$ cat src/rtl/apbmst_pkg.sv
// ---------------------------------------------------------------------------
// apbmst_pkg
// Shared definitions for the APB master bridge: the FSM state encoding,
// the default abort threshold for a stalled ACCESS phase, the default width
// of the wait counter, and a helper that word-aligns a byte address.
// ---------------------------------------------------------------------------
package apbmst_pkg;

  // Bridge FSM states. The numeric values are fixed so that debug probes
  // and other users of this package agree on the encoding.
  typedef enum logic [1:0] {
    P_IDLE   = 2'h0,
    P_SETUP  = 2'h1,
    P_ACCESS = 2'h2,
    P_RESP   = 2'h3
  } apbmst_state_e;

  // Default number of ACCESS cycles with PREADY low before the transfer is
  // abandoned and reported as an error.
  localparam int APBMST_TIMEOUT_CYCLES = 16;

  // Default wait counter width; it must be wide enough to hold the timeout
  // value itself, i.e. TIMEOUT_CYCLES < 2**TW.
  localparam int APBMST_TW = 5;

  // APB addresses are always word aligned, so the two byte-offset bits of
  // the requester's address are dropped.
  function automatic logic [31:0] apbmst_word_addr(input logic [31:0] byteAddr);
    return byteAddr & 32'hFFFF_FFFC;
  endfunction

endpackage

$ cat src/rtl/apbmst.sv
// ---------------------------------------------------------------------------
// apbmst
// Single-transfer APB master. A command accepted on the valid/ready command
// port is turned into one APB SETUP + ACCESS sequence. The result comes back
// on a valid/ready response port. A slave that holds PREADY low for too long
// is abandoned, and that transfer is reported with RSP_ERR set.
//
// Ports
//   I_APBMST_PCLK        clock
//   I_APBMST_PRESET_N    asynchronous active-low reset
//   I_APBMST_CMD_VALID   command request
//   O_APBMST_CMD_READY   command accepted (high only in idle)
//   I_APBMST_CMD_WRITE   1 = write, 0 = read
//   I_APBMST_CMD_ADDR    byte address (aligned to a word on the APB side)
//   I_APBMST_CMD_WDATA   write data
//   O_APBMST_RSP_VALID   response available
//   I_APBMST_RSP_READY   response consumed
//   O_APBMST_RSP_RDATA   read data (zero for writes and for timeouts)
//   O_APBMST_RSP_ERR     timeout flag
//   O_APBMST_PADDR       APB address
//   O_APBMST_PWDATA      APB write data
//   O_APBMST_PWRITE      APB direction
//   O_APBMST_PSEL        APB select
//   O_APBMST_PENABLE     APB enable
//   I_APBMST_PRDATA      APB read data
//   I_APBMST_PREADY      APB ready (looked at only in ACCESS)
// ---------------------------------------------------------------------------
module apbmst
  import apbmst_pkg::*;
#(
  parameter int TIMEOUT_CYCLES = APBMST_TIMEOUT_CYCLES,
  parameter int TW             = APBMST_TW
) (
  input  logic        I_APBMST_PCLK,
  input  logic        I_APBMST_PRESET_N,
  input  logic        I_APBMST_CMD_VALID,
  output logic        O_APBMST_CMD_READY,
  input  logic        I_APBMST_CMD_WRITE,
  input  logic [31:0] I_APBMST_CMD_ADDR,
  input  logic [31:0] I_APBMST_CMD_WDATA,
  output logic        O_APBMST_RSP_VALID,
  input  logic        I_APBMST_RSP_READY,
  output logic [31:0] O_APBMST_RSP_RDATA,
  output logic        O_APBMST_RSP_ERR,
  output logic [31:0] O_APBMST_PADDR,
  output logic [31:0] O_APBMST_PWDATA,
  output logic        O_APBMST_PWRITE,
  output logic        O_APBMST_PSEL,
  output logic        O_APBMST_PENABLE,
  input  logic [31:0] I_APBMST_PRDATA,
  input  logic        I_APBMST_PREADY
);

  apbmst_state_e state_q;
  logic          cmd_ready_q;
  logic          psel_q;
  logic          penable_q;
  logic          pwrite_q;
  logic [31:0]   paddr_q;
  logic [31:0]   pwdata_q;
  logic          rsp_valid_q;
  logic [31:0]   rsp_rdata_q;
  logic          rsp_err_q;
  logic [TW-1:0] wait_cnt_q;
  logic [TW-1:0] wait_cnt_d;
  logic          wait_expired;
  logic          cmd_accept;

  // Next value of the wait counter for an ACCESS cycle that sees PREADY low.
  // The transfer is abandoned in the same cycle that this value reaches the
  // threshold. So with PREADY held low, exactly TIMEOUT_CYCLES ACCESS cycles
  // are spent. A PREADY in that final cycle still wins.
  always_comb begin
    wait_cnt_d   = wait_cnt_q + TW'(1);
    wait_expired = (wait_cnt_d == TW'(TIMEOUT_CYCLES));
  end

  // CMD_READY is a register, so it stays low through reset. It first rises
  // on the clock after reset is released.
  assign cmd_accept = I_APBMST_CMD_VALID & cmd_ready_q;

  // Bridge FSM. Every output is registered here together with the state, so
  // the APB and response signals change only on clock edges, or at once
  // when reset is asserted.
  always_ff @(posedge I_APBMST_PCLK or negedge I_APBMST_PRESET_N) begin
    if (!I_APBMST_PRESET_N) begin
      state_q     <= P_IDLE;
      cmd_ready_q <= 1'b0;
      psel_q      <= 1'b0;
      penable_q   <= 1'b0;
      pwrite_q    <= 1'b0;
      paddr_q     <= 32'h0;
      pwdata_q    <= 32'h0;
      rsp_valid_q <= 1'b0;
      rsp_rdata_q <= 32'h0;
      rsp_err_q   <= 1'b0;
      wait_cnt_q  <= '0;
    end else begin
      case (state_q)
        P_IDLE: begin
          cmd_ready_q <= 1'b1;
          if (cmd_accept) begin
            paddr_q     <= apbmst_word_addr(I_APBMST_CMD_ADDR);
            pwdata_q    <= I_APBMST_CMD_WDATA;
            pwrite_q    <= I_APBMST_CMD_WRITE;
            psel_q      <= 1'b1;
            penable_q   <= 1'b0;
            wait_cnt_q  <= '0;
            cmd_ready_q <= 1'b0;
            state_q     <= P_SETUP;
          end
        end

        P_SETUP: begin
          penable_q <= 1'b1;
          state_q   <= P_ACCESS;
        end

        // A ready slave takes priority over the timeout check. Write
        // responses carry zero data even if the slave drives PRDATA.
        P_ACCESS: begin
          if (I_APBMST_PREADY) begin
            rsp_rdata_q <= pwrite_q ? 32'h0 : I_APBMST_PRDATA;
            rsp_err_q   <= 1'b0;
            rsp_valid_q <= 1'b1;
            psel_q      <= 1'b0;
            penable_q   <= 1'b0;
            state_q     <= P_RESP;
          end else begin
            wait_cnt_q <= wait_cnt_d;
            if (wait_expired) begin
              rsp_rdata_q <= 32'h0;
              rsp_err_q   <= 1'b1;
              rsp_valid_q <= 1'b1;
              psel_q      <= 1'b0;
              penable_q   <= 1'b0;
              state_q     <= P_RESP;
            end
          end
        end

        P_RESP: begin
          if (I_APBMST_RSP_READY) begin
            rsp_valid_q <= 1'b0;
            cmd_ready_q <= 1'b1;
            state_q     <= P_IDLE;
          end
        end

        default: begin
          state_q <= P_IDLE;
        end
      endcase
    end
  end

  assign O_APBMST_CMD_READY = cmd_ready_q;
  assign O_APBMST_RSP_VALID = rsp_valid_q;
  assign O_APBMST_RSP_RDATA = rsp_rdata_q;
  assign O_APBMST_RSP_ERR   = rsp_err_q;
  assign O_APBMST_PADDR     = paddr_q;
  assign O_APBMST_PWDATA    = pwdata_q;
  assign O_APBMST_PWRITE    = pwrite_q;
  assign O_APBMST_PSEL      = psel_q;
  assign O_APBMST_PENABLE   = penable_q;

endmodule
$ cat config.mk
export PLATFORM = sky130hd
export DESIGN_NAME = apbmst
export DESIGN_NICKNAME = d
export VERILOG_FILES = /design/src/rtl/apbmst_pkg.sv /design/src/rtl/apbmst.sv
export SDC_FILE = /design/constraint.sdc
export NUM_CORES = 1
export LEC_CHECK = 0
export CORE_MARGIN = 1
export CORE_UTILIZATION = 45
export CTS_BUF_LIST = sky130_fd_sc_hd__clkbuf_4 sky130_fd_sc_hd__clkbuf_8
export CTS_CLUSTER_DIAMETER = 60
export DETAILED_ROUTE_END_ITERATION = 7
export PLACE_DENSITY_LB_ADDON = 0.05
export SETUP_SLACK_MARGIN = 0.3
export SYNTH_ARGS = -nofsm -noshare
export SYNTH_HDL_FRONTEND = slang
export SYNTH_SLANG_ARGS = --single-unit
$ cat constraint.sdc
create_clock -name I_APBMST_PCLK -period 2.9 [get_ports I_APBMST_PCLK]
set_clock_uncertainty 0.15 [all_clocks]
set_input_delay 0.435 -clock I_APBMST_PCLK [delete_from_list [all_inputs] [get_ports I_APBMST_PCLK]]
set_output_delay 0.435 -clock I_APBMST_PCLK [all_outputs]
set_load 0.01 [all_outputs]
## After elaboration in Yosys (flattened, before gate mapping)

Index checks and enable logic that the tools add are counted.

| word-level totals | value |
|---|---|
| register bits | 107 |
| logic and storage cells | 60 |

| operators by class | value |
|---|---|
| equal/unequal tests | 8 |
| add/sub/neg operators | 1 |
| bitwise logic cells | 1 |
| reduce and logical (&&, ||, !) cells | 14 |
| multiplexer cells | 25 |

Operators by type and width:

| kind | count |
|---|---|
| 32-bit 2-to-1 mux | 3 |
| 3-bit AND reduction | 5 |
| 1-bit 2-to-1 mux | 10 |
| 5-bit 2-to-1 mux | 2 |
| 5-bit one-hot mux with 2 select lines | 1 |
| 2-bit 2-to-1 mux | 4 |
| 2-bit one-hot mux with 4 select lines | 1 |
| 2-bit nonzero test | 4 |
| 2-bit != test (second input constant) | 3 |
| 1-bit one-hot mux with 2 select lines | 3 |
| 2-bit AND reduction | 3 |
| 5-bit by 1-bit adder with 5-bit output (second input constant) | 1 |
| 5-bit == test (second input constant) | 1 |
| 2-bit == test (second input constant) | 2 |
| 3-bit != test (second input constant) | 1 |
| 1-bit one-hot mux with 3 select lines | 1 |
| 3-bit nonzero test | 1 |
| 2-bit by 1-bit == test with 1-bit output (second input constant) | 1 |
| 2-bit zero test | 1 |
| 1-bit bitwise AND | 1 |

## Logic depth before layout (Yosys ltp)

| depth | value |
|---|---|
| word-level depth | 5 |
| mapped depth | 8 |
| gate-level depth less buffers | 6 |

## Worst setup path after synthesis

Ideal clock, no wire load.

| path | value |
|---|---|
| kind | flip-flop to flip-flop |
| start point | register state_q[0] |
| end point | register state_q[1] |
| arrival time | 1,654 ps |
| period minus slack after synthesis | 1,929 ps |
| setup slack | 971 ps |
| stages on the path, launching flop included | 8 |
| cells stage by stage | dfrtp_1 > inv_1 > ha_1 > buf_6 > nor2b_4 > a221o_1 > a21oi_2 > mux2_4 |

| on the way | value |
|---|---|
| longest elaborated chain between the ends | 3 |
| elaborated cells between the ends (all ways) | 9 |
| classes of those cells | 6 x eq/ne; 1 x mux; 2 x reduce/logical |

Ends and longest elaborated chain:

| what | RTL line | source |
|---|---|---|
| start, declared | apbmst.sv:54 | `apbmst_state_e state_q;` |
| start signal, assigned | apbmst.sv:87 | `state_q <= P_IDLE;` |
| start signal, assigned | apbmst.sv:110 | `state_q <= P_SETUP;` |
| start signal, assigned | apbmst.sv:116 | `state_q <= P_ACCESS;` |
| 2-bit == test or 2-bit zero test (tied branches) | apbmst.sv:99 | `case (state_q)` |
| 3-bit != test (no line) or 2-bit != test (tied branches) | n/a |  |
| 3-bit AND reduction (no line) | n/a |  |

Several ways; a longest one is shown, not always the timed one.
A chain may end at the register's enable or synchronous reset.

## Worst setup path after layout

| path | value |
|---|---|
| start point | register state_q[0] |
| end point | register pwdata_q[4] (netlist: O_APBMST_PWDATA[4]) |

| on the way | value |
|---|---|
| longest elaborated chain between the ends | 2 |

Ends and longest elaborated chain:

| what | RTL line | source |
|---|---|---|
| 2-bit zero test | apbmst.sv:99 |  |
| 2-bit AND reduction (no line) | n/a |  |
| end signal, assigned | apbmst.sv:93 | `pwdata_q <= 32'h0;` |
| end signal, assigned | apbmst.sv:104 | `pwdata_q <= I_APBMST_CMD_WDATA;` |
| end, declared | apbmst.sv:60 | `logic [31:0] pwdata_q;` |

No other way between the ends.

==> flow_metrics.tcl <==
set metrics [dict create \
    final.setup.tns_ns 0 \
    slew_headroom_pct 59.1 \
    maxCapViolations 0 \
    dp_hpwl_um 8260 \
    gr-total-overflow 0 \
    start_util_pct 46.5 \
    synth_edf_count 0 \
    cts_buffer_depth 2 \
    fin_crit_sh_pct 76.5 \
    syn_area_per_cell_um2 12.9 \
    cts_buffers 9 \
    wl_met2_um 5400 \
    synth_cell_types 39 \
    vias 3531 \
    avgViaCountPerCell 5.11 \
    pwr-share-seq_pct 37.5 \
    ys_ff_latch 107 \
    pwr-share-comb_pct 49.0 \
    routed.top_layer "met4" \
    io_pins 204 \
    setup_viol 0 \
    synth.area.top_cells "dfrtp_1 59%, mux2_2 16%, a22oi_1 5.3%" \
    period_minus_slack_ns 2.22 \
    swShare_pct 32.4 \
    dp_slack_ns 0.444 \
    die_area_mm2 0.0105 \
    yosys-top-cells-count "107 x dfrtp_1, 63 x mux2_2, 40 x o21ai_0, 34 x nand2b_1, 32 x a22oi_1" \
    synthMostInstantiatedCell "dfrtp_1" \
    wl_met1_um 4550 \
    status "finished, final reports clean" \
    core_area_mm2 0.00982 \
    clock_power_share_pct 13.4 \
    netlist_instances 355 \
    cpPeakStageDelay_ns 0.49 \
    grt_usage_pct 21.5 \
    drc 0 \
    hp-class "reg -> reg" \
    asyncSetResetFlopFracSynth_pct 100 \
    endpoint_kind "flip-flop" \
    slew_viol_final 0 \
    synthFlopType "dfrtp_1" \
    area_growth_pct 52.3 \
    wire_per_inst_um 16.3 \
    layout-drive-gt1-share_pct 17.4 \
    ir_drop_mv 0.480 \
    antennaDiodeCount 0 \
    intPower_mw 4.77 \
    drt-total-wl_um 11300 \
    worst_pin_slew_ns 0.612 \
    clk_latency_ns 0.36 \
    std_cell_rows 36 \
    synthesis.area_mm2 0.00456 \
    yosysTopAreaCellShare_pct 58.7 \
    first_iter_violations 89 \
    firstDrtPassIters 4 \
    p_per_area_mw_per_mm2 1010 \
    antenna_found_initial 0 \
    gp_congestion 0.765 \
    yosys_warnings 0 \
    dr_wl_met3_um 1120 \
    clockRootBuffer "clkbuf_8" \
    rsz0062_at_grt "false" \
    die_x_um 103 \
    grt_max_degree 49 \
    fin_area_mm2 0.00695 \
    crit_required_ns 3.00 \
    htreeDepth 3 \
    grt_pass1_wl_um 17100 \
    hold_viol 0 \
    cts_setup_buffers 0 \
    crit_path_max_fanout 19 \
    fillers 741 \
    fin_ws_ns 0.680 \
    fin_hold_ws_ns 0.360 \
    tritoncts "yes" \
    final_nets 660 \
    grt_pass1_vias 3503 \
    yosys.area.top_type "dfrtp_1" \
    cp_cell_sequence "inv_1, ha_1, nand3_2, buf_12, mux2_2" \
    clock-sinks 107 \
    path_clk_slew_ns 0.10 \
    io_buffer_count 199 \
    max_freq_mhz 451 \
    dpl-instance-area_mm2 0.00673 \
    worst_path_max_delay_cell "nand3_2" \
    yosysSeqAreaShare_pct 58.7 \
    final_antenna_net_count 0 \
    arrival_ns 2.32 \
    crit_type "reg -> reg" \
    cp-start-kind "flip-flop" \
    p_sw_mw 2.28 \
    die_y_um 103 \
    leakagePower_nw 2.87 \
]
[sequential cells by signal (all words and copies together), names as in the netlist]
| register | cells |
|---|---|
| O_APBMST_PADDR | 30 |
| O_APBMST_PENABLE | 1 |
| O_APBMST_PSEL | 1 |
| wait_cnt_q | 5 |
| O_APBMST_CMD_READY | 1 |
| O_APBMST_RSP_VALID | 1 |
| state_q | 2 |
| O_APBMST_PWRITE | 1 |
| O_APBMST_RSP_RDATA | 32 |
| O_APBMST_PWDATA | 32 |
| O_APBMST_RSP_ERR | 1 |
[per-layer routing]
metal | vias to the layer above | track usage, %
met1 | 1705 | 25.6
met4 | 0 | 8.57
li1 | 1665 | -
met5 | - | 0
met2 | 145 | 35.2
met3 | 16 | 8.14
[final timing paths]
kind	from	endpoint	slack, ns	cells after the start
setup / recovery	state_q[0]	O_APBMST_PWDATA[4]	0.68	5
hold / removal	O_APBMST_PWDATA[13]	O_APBMST_PWDATA[13]	0.36	1
setup reg to reg	state_q[0]	O_APBMST_PWDATA[4]	0.68	5
hold reg to reg	O_APBMST_PWDATA[13]	O_APBMST_PWDATA[13]	0.36	1
max in group asynchronous	I_APBMST_PRESET_N	O_APBMST_PWDATA[4]	1.48	3
min in group asynchronous	I_APBMST_PRESET_N	O_APBMST_RSP_RDATA[0]	0.39	2
[timing repair]
action / in CTS / in global routing
hold buffers: 1 / 0
endpoints found under the hold margin: 29 / 0
setup endpoints to repair: 0 / 0
resized for setup: 0 / 0
[final cells by class]
cell class,count,area (µm²),share of cell area [%]
Clock buffer,12,159,2.29
Clock inverter,4,48.8,0.702
Inverter,5,18.8,0.270
Multi-Input combinational cell,222,1760,25.3
Sequential cell,107,2680,38.5
Tap cell,133,166,2.39
Timing Repair Buffer,208,2120,30.5
[placed cells by master, fill, tap and decap left out, types with 2 or more instances in the layout]
| cell | n |
|---|---|
| nor2b_1 | 2 |
| conb_1 | 2 |
| clkbuf_8 | 11 |
| nand3_1 | 2 |
| a31oi_1 | 2 |
| buf_12 | 5 |
| o21ai_0 | 40 |
| nand2b_1 | 34 |
| clkinv_2 | 2 |
| xor2_1 | 2 |
| o21ai_1 | 2 |
| dfrtp_1 | 107 |
| nor2_1 | 2 |
| mux2_2 | 63 |
| clkdlybuf4s50_1 | 198 |
| inv_1 | 4 |
| o211ai_1 | 5 |
| nand2_1 | 7 |
| ha_1 | 5 |
| a22oi_1 | 32 |
| a21oi_1 | 4 |
| a21boi_0 | 2 |
| buf_4 | 4 |
[metrics by stage]
stage	std cells	utilization (%)	total power, mW
global route	691	70.8	7.51
global placement	674	68.6	6.04
detailed placement	674	68.6	6.18
finish	691	70.8	7.05
CTS	691	70.8	7.14
floorplan	356	-	4.26
[worst max-delay path: cells and delay by family (launching register included)]
family,cells,cell delay (ns)
and+or+nand+nor,1,0.49
buffers and inverters,2,0.47
DFF,1,0.41
adders and majority gates,1,0.30
muxes,1,0.28
[kinds of logic (layout without fill, tap and decap cells)]
logic type,after synthesis,count (layout),synth area share [%]
fa+ha+maj,5,5,1.37
other cells,1,2,0.0822
mux,65,65,16.1
flops,107,107,58.7
compound gates,94,94,13.2
simple gates,54,54,7.24
xor+xnor,2,2,0.384
buf+inv,27,229,2.93
[power groups by stage]
stage	Combinational (mW)	Clock (mW)	Sequential [mW]
final	3.46	0.946	2.64
after global routing	3.74	1.03	2.74
after CTS	3.51	0.975	2.65
after detailed placement	3.49	0	2.68
after global placement	3.41	0	2.63
after floorplan	1.30	0	2.96
No activity file was read; power rests on OpenSTA's default activity.
